[config.mk]
export PLATFORM = sky130hd
export DESIGN_NAME = arbitro_uart_trigger_flat
export DESIGN_NICKNAME = d
export VERILOG_FILES = /design/src/rtl/arbitro_uart_trigger_pkg.sv /design/src/rtl/arbitro_uart_trigger_if.sv /design/src/rtl/arbitro_uart_trigger_tx_core.sv /design/src/rtl/arbitro_uart_trigger.sv /design/src/flat_wrapper.sv
export SDC_FILE = /design/constraint.sdc
export NUM_CORES = 1
export LEC_CHECK = 0
export BUFFER_PORTS_ARGS = -buffer_cell sky130_fd_sc_hd__buf_2
export CAP_MARGIN = 30
export CORE_AREA = 2 2 61 74
export CTS_CLUSTER_DIAMETER = 50
export DETAILED_ROUTE_END_ITERATION = 8
export DIE_AREA = 0 0 63 76
export PLACE_DENSITY = 0.53
export SLEW_MARGIN = 20
export SYNTH_ARGS = -nofsm -noshare
export SYNTH_HDL_FRONTEND = slang
export SYNTH_SLANG_ARGS = --single-unit
[constraint.sdc]
create_clock -name clk -period 2.6 [get_ports clk]
set_input_delay 0.39 -clock clk [delete_from_list [all_inputs] [get_ports clk]]
set_output_delay 0.39 -clock clk [all_outputs]
set_load 0.02 [all_outputs]
[src/rtl/arbitro_uart_trigger_pkg.sv]
// ---------------------------------------------------------------------------
// arbitro_pkg
// Shared definitions for the request-to-UART arbiter:
//   tx_state_t            - transmitter FSM state encoding
//   CLKS_PER_BIT_DEFAULT  - clk cycles per UART bit (50 MHz / 9600 baud)
//   CMD_BYTE_DEFAULT      - command byte sent for each request
// ---------------------------------------------------------------------------
package arbitro_pkg;

  typedef enum logic [1:0] {
    IDLE,
    START,
    DATA,
    STOP
  } tx_state_t;

  localparam int         CLKS_PER_BIT_DEFAULT = 5208;
  localparam logic [7:0] CMD_BYTE_DEFAULT     = 8'h01;

endpackage

[src/rtl/arbitro_uart_trigger_if.sv]
// ---------------------------------------------------------------------------
// arbitro_uart_trigger_if
// Groups the request line and the serial output of the arbiter.
//   in - request line, asynchronous to clk, level-sampled
//   tx - UART serial output, idle high
// Modports:
//   master - the board side: drives in, observes tx
//   slave  - the arbiter: samples in, drives tx
// ---------------------------------------------------------------------------
interface arbitro_uart_trigger_if;

  logic in;
  logic tx;

  modport master (output in, input tx);
  modport slave  (input in, output tx);

endinterface

[src/rtl/arbitro_uart_trigger_tx_core.sv]
// ---------------------------------------------------------------------------
// uart_tx_core
// 8N1 UART transmitter: start bit 0, data LSB first, stop bit 1, each bit
// held for CLKS_PER_BIT clk cycles. tx comes straight from a flop.
// Ports:
//   clk   - system clock, rising edge
//   reset - asynchronous, active-low; aborts any frame, tx goes high
//   start - accepted only in IDLE; the start bit begins on that edge
//   data  - byte to send, captured when start is accepted
//   tx    - serial output, idle high
//   busy  - high while a frame (START/DATA/STOP) is in progress
// ---------------------------------------------------------------------------
module uart_tx_core
  import arbitro_pkg::*;
#(
  parameter int CLKS_PER_BIT = CLKS_PER_BIT_DEFAULT
) (
  input  logic       clk,
  input  logic       reset,
  input  logic       start,
  input  logic [7:0] data,
  output logic       tx,
  output logic       busy
);

  localparam int            CW       = (CLKS_PER_BIT > 1) ? $clog2(CLKS_PER_BIT) : 1;
  localparam logic [CW-1:0] LAST_CNT = CW'(CLKS_PER_BIT - 1);

  tx_state_t     state_q, state_d;
  logic [CW-1:0] cnt_q, cnt_d;
  logic [2:0]    bit_q, bit_d;
  logic [7:0]    data_q, data_d;
  logic          tx_q, tx_d;
  logic          bitEnd;

  assign bitEnd = (cnt_q == LAST_CNT);

  always_ff @(posedge clk or negedge reset) begin
    if (!reset) begin
      state_q <= IDLE;
      cnt_q   <= '0;
      bit_q   <= '0;
      data_q  <= '0;
      tx_q    <= 1'b1;
    end else begin
      state_q <= state_d;
      cnt_q   <= cnt_d;
      bit_q   <= bit_d;
      data_q  <= data_d;
      tx_q    <= tx_d;
    end
  end

  // tx_d is the value of the bit that begins on the next edge, so every
  // state transition also loads the level of the bit it enters.
  always_comb begin
    state_d = state_q;
    cnt_d   = cnt_q;
    bit_d   = bit_q;
    data_d  = data_q;
    tx_d    = tx_q;
    unique case (state_q)
      IDLE: begin
        tx_d = 1'b1;
        if (start) begin
          state_d = START;
          cnt_d   = '0;
          bit_d   = '0;
          data_d  = data;
          tx_d    = 1'b0;
        end
      end
      START: begin
        if (bitEnd) begin
          state_d = DATA;
          cnt_d   = '0;
          bit_d   = '0;
          tx_d    = data_q[0];
        end else begin
          cnt_d = cnt_q + 1'b1;
        end
      end
      DATA: begin
        if (bitEnd) begin
          cnt_d = '0;
          if (bit_q == 3'd7) begin
            state_d = STOP;
            tx_d    = 1'b1;
          end else begin
            bit_d = bit_q + 3'd1;
            tx_d  = data_q[bit_q + 3'd1];
          end
        end else begin
          cnt_d = cnt_q + 1'b1;
        end
      end
      STOP: begin
        if (bitEnd) begin
          state_d = IDLE;
          cnt_d   = '0;
          tx_d    = 1'b1;
        end else begin
          cnt_d = cnt_q + 1'b1;
        end
      end
      default: begin
        state_d = IDLE;
        tx_d    = 1'b1;
      end
    endcase
  end

  assign tx   = tx_q;
  assign busy = (state_q != IDLE);

endmodule

[src/rtl/arbitro_uart_trigger.sv]
// ---------------------------------------------------------------------------
// arbitro_uart_trigger
// Each rising edge on the request line sends CMD_BYTE once as an 8N1 frame.
// A request arriving while a frame is in flight is held in a one-deep
// pending latch and sent right after the current frame.
// Ports:
//   clk   - system clock, rising edge
//   reset - asynchronous, active-low
//   bus   - slave modport: bus.in request line, bus.tx serial output
// ---------------------------------------------------------------------------
module arbitro_uart_trigger
  import arbitro_pkg::*;
#(
  parameter int         CLKS_PER_BIT = CLKS_PER_BIT_DEFAULT,
  parameter logic [7:0] CMD_BYTE     = CMD_BYTE_DEFAULT
) (
  input  logic                   clk,
  input  logic                   reset,
  arbitro_uart_trigger_if.slave  bus
);

  // s2Dly_q is the previous s2 sample used by the edge detector.
  logic s1_q, s2_q, s2Dly_q;
  logic pending_q, pending_d;
  logic rise;
  logic start;
  logic busy;

  always_ff @(posedge clk or negedge reset) begin
    if (!reset) begin
      s1_q      <= 1'b0;
      s2_q      <= 1'b0;
      s2Dly_q   <= 1'b0;
      pending_q <= 1'b0;
    end else begin
      s1_q      <= bus.in;
      s2_q      <= s1_q;
      s2Dly_q   <= s2_q;
      pending_q <= pending_d;
    end
  end

  assign rise  = s2_q & ~s2Dly_q;
  assign start = (rise | pending_q) & ~busy;

  // A start consumes the pending request; a rise that coincides with a
  // start from pending is dropped, as is any rise while already pending.
  always_comb begin
    pending_d = pending_q;
    if (start) begin
      pending_d = 1'b0;
    end else if (rise) begin
      pending_d = 1'b1;
    end
  end

  uart_tx_core #(
    .CLKS_PER_BIT(CLKS_PER_BIT)
  ) u_core (
    .clk  (clk),
    .reset(reset),
    .start(start),
    .data (CMD_BYTE),
    .tx   (bus.tx),
    .busy (busy)
  );

endmodule

[src/flat_wrapper.sv]
// flat-port wrapper written by rule: the top's interface ports become plain ports
module arbitro_uart_trigger_flat import arbitro_pkg::*;
#(
  parameter int         CLKS_PER_BIT = CLKS_PER_BIT_DEFAULT,
  parameter logic [7:0] CMD_BYTE     = CMD_BYTE_DEFAULT
)
  (clk, reset, bus_in, bus_tx);
  arbitro_uart_trigger_if bus_i ();
  input  logic clk;
  input  logic reset;
  input wire logic [$bits(bus_i.in)-1:0] bus_in;
  output wire logic [$bits(bus_i.tx)-1:0] bus_tx;
  assign bus_i.in = bus_in;
  assign bus_tx = bus_i.tx;
  arbitro_uart_trigger #(.CLKS_PER_BIT(CLKS_PER_BIT), .CMD_BYTE(CMD_BYTE)) u_core (.clk(clk), .reset(reset), .bus(bus_i));
endmodule
==> results of run 1 <==
## area by class of cell
| class | count | area [um^2] | area share |
|---|---|---|---|
| multi-input cells | 101 | 729 | 0.475 |
| flip-flops and latches | 24 | 602 | 0.392 |
| well taps | 56 | 70.1 | 0.0456 |
| clock buffers | 3 | 41.3 | 0.0269 |
| repair buffers | 6 | 37.5 | 0.0244 |
| clock inverters | 1 | 30.0 | 0.0195 |
| inverters | 7 | 26.3 | 0.0171 |
## power breakdown
part	switching, mW	total [mW]	internal [mW]
clock	0.132	0.338	0.206
sequential	0.0869	0.544	0.457
combinational	0.320	0.599	0.279
## state kept, by name, summed over array words and instances, names as in the netlist
| register | flops |
|---|---|
| u_core.u_core.cnt_q | 13 |
| u_core.u_core.bit_q | 3 |
| u_core.u_core.state_q | 2 |
| u_core.pending_q | 1 |
| u_core.s1_q | 1 |
| u_core.s2Dly_q | 1 |
| u_core.s2_q | 1 |
| u_core.u_core.data_q | 1 |
| u_core.u_core.tx | 1 |
## stage by stage
stage	std cells	setup slack, ns
after floorplan	137	0.726
after global placement	194	0.558
after detailed placement	194	0.488
after CTS	198	0.470
after global routing	198	0.371
final	198	0.470
## routing by layer
metal | vias up | routed length (um) | GRT usage
met3 | 4 | 45 | 0.0192
met1 | 515 | 1490 | 0.196
met2 | 9 | 1280 | 0.197
met4 | 0 | 42 | 0.0467
li1 | 522 | - | -
met5 | - | 0 | 0
## cell usage after synthesis (2+ instances only)
cell and number:
nor2_1 8, dfrtp_1 23, a31oi_1 8, nor4b_4 2, nor2b_1 2, a41oi_1 3, nor4b_1 2, nor4_1 2
nand2b_1 2, ha_1 8, a21oi_1 2, o221ai_1 3, and3_1 2, o21ai_0 5, inv_1 7, and4_1 2
mux2_2 2, clkbuf_1 3, or2b_1 2, nand2_1 15, nand3_1 7, a22o_1 2, nor3_1 3
## worst max path at each step
stage | startpoint | end | cells after the start
5_1_grt | u_core.u_core.state_q[0]$_DFFE_PN0P_ | u_core.u_core.state_q[1]$_DFFE_PN0P_ | 5
6_report | u_core.u_core.state_q[0]$_DFFE_PN0P_ | u_core.u_core.state_q[1]$_DFFE_PN0P_ | 5
4_1_cts | u_core.u_core.state_q[0]$_DFFE_PN0P_ | u_core.u_core.state_q[1]$_DFFE_PN0P_ | 5
3_3_place_gp | u_core.u_core.state_q[0]$_DFFE_PN0P_ | u_core.u_core.state_q[1]$_DFFE_PN0P_ | 5
2_1_floorplan | u_core.u_core.state_q[0]$_DFFE_PN0P_ | u_core.u_core.state_q[1]$_DFFE_PN0P_ | 5
3_5_place_dp | u_core.u_core.state_q[0]$_DFFE_PN0P_ | u_core.u_core.state_q[1]$_DFFE_PN0P_ | 5
## kinds of logic after synthesis
| group | synth area share |
|---|---|
| simple gates | 0.243 |
| compound gates | 0.178 |
| flops | 0.434 |
| buf+inv | 0.0406 |
| fa+ha+maj | 0.0721 |
| mux | 0.0270 |
| xor+xnor | 0.00631 |
==> impl_results.md, run 1 <==
- Status: finished, final reports clean
- Seq/Total Area, Yosys: 0.434
- GPL Wtd Cong: 0.757
- Resized Gates After CTS: 0
- Crit Path Category: flip-flop to flip-flop
- Crit path buf inv count: 1
- # clock sinks: 24
- Num CTS Buffers: 3
- Final Critical Period: 2.13 ns
- # H-tree levels: 1
- Vias: 1050
- Final core utilization: 0.372
- Max FO, Critical Path: 11
- Post-synth ARST share: 1.00
- Clock Path Buffers: 2
- Pleak: 0.656 nW
- Power per cell area: 964 nW/um^2
- Startpoint type of the worst setup path: flip-flop
- Post-CTS Setup Bufs: 0
- Row count: 26
- Mean Syn Cell Area: 10.1 um^2
- Final HPWL DP: 2.00 mm
- Maximum vdd drop: 473 uV
- RR Startpoint: u_core.u_core.state_q[0]$_DFFE_PN0P_
- Total die area: 4790 um^2
- Initial drt markers: 35
- Initial antenna violation count: 0
- Slowest stage delay, CP: 0.53 ns
- Worst-Margin Slew: 0.549 ns
- Cell count after synthesis: 137
- Number of detailed-route iterations in the first pass: 4
- Post-route ant nets: 0
- Reg2Reg Setup Slack: 0.47 ns
- Worst min-delay path class: input pin to asynchronous set/reset pin
- Yosys reg bits: 24
- CP endpoint kind: flip-flop
- Synth area leader: dfrtp_1
- Commonest non-fill, non-tap cells in the layout: 23 x dfrtp_1, 15 x nand2_1, 8 x nor2_1, 8 x a31oi_1, 8 x ha_1
- Final slew viol count: 0
- Synth-to-layout area growth: 10.7%
- First-pass GRT wire length: 5.15 mm
- # DRC: 0
- Post-Synthesis Net Count: 148
- Area of placed instances: 1470 um^2
- RSZ-0062 raised after global routing: no
- Post-synth EDFFs: 0
- Unique masters post-synth: 45
- Largest net degree at the start of global routing: 25
- Total Power: 1.48 mW
- Number of diodes: 0
- Clk_lat worst skew: 0.27 ns
- WHS: 0.0931 ns
- # IOs: 4
- Worst path slowest cell: or3_2
- WP data arrival: 2.29 ns
- Max-slew headroom: 0.634
- Total routed wirelength: 2.86 mm
- Per-cell routed wire length: 14.5 um
- Finished Cell Area: 1540 um^2
- Synth top area share: 0.415
- Max_cap viols: 0
- DR vias/cell: 5.30
- TritonCTS clock tree: done
- Final period utilization: 0.819
- Reg2reg path depth: 5
- Vias in the first global route: 1034
- Clk root buf: clkbuf_8
- Net count, final: 154
- Worst EP required: 2.76 ns
- Chip Width: 63 um
- Skew final: 0.00363 ns
- Die Ht: 76 um
- Crit-path cells: inv_1, ha_1, or3_2, a221o_1, mux2_4
- Fin. Hold Viols: 0
- IO Port Bufs: 3
- Layout cell share with drive strength beyond 1: 0.141
- GR Overflow Total: 0
- Reg clk slew, reported paths: 0.09 ns
- Total track usage: 0.133
- Most common flop cell mapped by yosys: dfrtp_1
- Commonest non-fill, non-tap cell in the layout: dfrtp_1
- Worst r2r dst: u_core.u_core.state_q[1]$_DFFE_PN0P_
- Post-synth design cell area: 1390 um^2
- Final setup fails: 0
- Setup TNS: 0 ns
- Top cell family by delay on the critical path: simple AND/OR/NAND/NOR gates
- Total core area: 4130 um^2
- Maximum clock rate: 469 MHz
- Initial core utilization: 0.336
- # fillers: 418
- Yosys warnings: 0
- Hold buffer count at CTS: 0
- Top cells by area, synth: dfrtp_1 41%, ha_1 7.2%, nand2_1 4.1%, a31oi_1 3.6%, nor4b_4 3.4%
Power figures use the tool's default switching activity.
==> run 2: changes to the inputs <==
- clock period: 2.6 -> 2.2 ns (I/O delays scaled with it)
==> run 2 against run 1 <==
Effect of this change: flip-flop and latch count unchanged; register-to-register slack got worse by 0.32 ns; largest power group unchanged; clock skew increased by 0.0027 ns; power increased by 19%; critical path depth unchanged; non-clock buffer count increased by 1; final area increased by 0.49%; largest cell class unchanged; clock-buffer cell count unchanged; sequential power increased by 17%; die area unchanged.
==> impl_results.md, run 2 (synthesis gave the netlist of run 1 again) <==
- Vias: 1096 (+4.4%)
- Worst setup margin: 0.153 ns (-0.317 ns)
- Row count: 26 (unchanged)
- Chip Width: 63 um (unchanged)
- Max reg flops: 13 (unchanged)
- Largest net degree at the start of global routing: 25 (unchanged)
- Final setup fails: 0 (unchanged)
- # clock sinks: 24 (unchanged)
- Initial drt markers: 32 (-8.6%)
- Clk_lat worst skew: 0.27 ns (about the same)
- Top reg by flops: u_core.u_core.cnt_q
- Maximum clock rate: 489 MHz (+4.1%)
- Resized Gates After CTS: 0 (unchanged)
- Post-CTS Setup Bufs: 0 (unchanged)
- Max FO, Critical Path: 4 (-7)
- Die Ht: 76 um (unchanged)
- Initial antenna violation count: 0 (unchanged)
- Worst-Margin Slew: 0.557 ns (+0.00773 ns)
- Final core utilization: 0.374 (+0.00182)
- RSZ-0062 raised after global routing: no
- Clk root buf: clkbuf_8
- Commonest non-fill, non-tap cells in the layout: 23 x dfrtp_1, 15 x nand2_1, 8 x nor2_1, 8 x a31oi_1, 8 x ha_1
- Total die area: 4790 um^2 (unchanged)
- Largest registers: u_core.u_core.cnt_q (13), u_core.u_core.bit_q (3), u_core.u_core.state_q (2)
- WP data arrival: 2.21 ns (-0.08 ns)
- Total routed wirelength: 2.93 mm (+2.2%)
- TritonCTS clock tree: done
- Total track usage: 0.134 (+0.00156)
- # H-tree levels: 1 (unchanged)
- GR Overflow Total: 0 (unchanged)
- WHS: 0.0407 ns (-0.0524 ns)
- Crit path launch: u_core.u_core.state_q[0]$_DFFE_PN0P_
- Reg clk slew, reported paths: 0.09 ns (about the same)
- Setup TNS: 0 ns (unchanged)
- Synth-to-layout area growth: 11.3%
- Setup slack at placement: 0.208 ns (-0.280 ns)
- Crit Path Category: flip-flop to flip-flop
- M3 GR Usage: 0.0236 (+0.00443)
- Per-cell routed wire length: 14.7 um (+1.7%)
- Grt peak-use layer: met2
- Met1 GRT Util: 0.166 (-0.0293)
- Pleak: 0.662 nW (+0.89%)
- Startpoint type of the worst setup path: flip-flop
- Net count, final: 155 (+0.65%)
- Skew final: 0.00628 ns (+0.00265 ns)
- Final period utilization: 0.930 (+0.111)
- IO Port Bufs: 3 (unchanged)
- Final Critical Period: 2.05 ns (-0.0830 ns)
- Number of diodes: 0 (unchanged)
- Total Power: 1.76 mW (+19%)
- # IOs: 4 (unchanged)
- # DRC: 0 (unchanged)
- Num CTS Buffers: 3 (unchanged)
- GPL Wtd Cong: 0.800 (+5.6%)
- Final HPWL DP: 2.11 mm (+5.4%)
- DR vias/cell: 5.51 (+3.9%)
- First-pass GRT wire length: 5.15 mm (+0.14%)
- Worst EP required: 2.36 ns (-0.40 ns)
- Post-route ant nets: 0 (unchanged)
- Status: finished, final reports clean
- Power per cell area: 1140 nW/um^2 (+18%)
- Total core area: 4130 um^2 (unchanged)
- Initial core utilization: 0.336 (unchanged)
- RR Startpoint: u_core.u_core.state_q[0]$_DFFE_PN0P_
- Max-slew headroom: 0.629 (-0.00515)
- CP endpoint kind: flip-flop
- Fin. Hold Viols: 0 (unchanged)
- Hold buffer count at CTS: 0 (unchanged)
- Vias in the first global route: 1105 (+6.9%)
- Final slew viol count: 0 (unchanged)
- Max_cap viols: 0 (unchanged)
- Commonest non-fill, non-tap cell in the layout: dfrtp_1
- Worst min-delay path class: input pin to asynchronous set/reset pin
- Maximum vdd drop: 530 uV (+12%)
- Layout cell share with drive strength beyond 1: 0.147 (+0.00601)
- Met2 Usage GRT: 0.228 (+0.0309)
- Clock Path Buffers: 2 (unchanged)
- Number of detailed-route iterations in the first pass: 4 (unchanged)
-- run 2: cell count changes in the layout (fill, tap and decap cells not counted) --
cell   previous run  this run
buf_4             3         4
-- run 2: per-layer routing --
metal / vias up / routed length, um
li1: 524 / -
met1: 540 / 1300
met2: 26 / 1480
met3: 6 / 93
met4: 0 / 53
met5: - / 0
-- run 2: final timing paths --
check	to	slack [ns]	cells after the start
min in group clk	u_core.s1_q$_DFF_PN0_	0.16	1
max in group asynchronous	u_core.u_core.bit_q[1]$_DFFE_PN0P_	1.78	1
worst min-delay path	u_core.u_core.state_q[1]$_DFFE_PN0P_	0.04	1
worst max-delay path	u_core.u_core.state_q[1]$_DFFE_PN0P_	0.15	5
worst min register to register	u_core.s2_q$_DFF_PN0_	0.36	0
worst max register to register	u_core.u_core.state_q[1]$_DFFE_PN0P_	0.15	5
-- run 2: where the power goes --
group | switching (mW) | internal [mW] | leakage (nW) | total (mW)
combinational | 0.401 | 0.337 | 0.320 | 0.738
clock | 0.141 | 0.243 | 0.0357 | 0.384
sequential | 0.0968 | 0.540 | 0.306 | 0.637
total | 0.639 | 1.12 | 0.662 | 1.76
-- run 2: area by class of cell --
class                           count  area, um^2
Inverter                            7        26.3
Timing Repair Buffer                7        45.0
Sequential cell                    24         602
Clock inverter                      1        30.0
Tap cell                           56        70.1
Fill cell                         423        2590
Multi-Input combinational cell    101         729
Clock buffer                        3        41.3
-- run 2: metrics by stage --
step	cells	cell area (um^2)
2_1_floorplan	137	1390
3_3_place_gp	195	1470
3_5_place_dp	195	1470
4_1_cts	199	1540
5_1_grt	199	1540
6_report	199	1540
-- run 2: worst max-delay path, stage by stage, from the launching register on --
cell and delay, ns:
dfrtp_1 0.39, inv_1 0.11, ha_1 0.23, or3_2 0.51
a221o_1 0.39, mux2_4 0.31
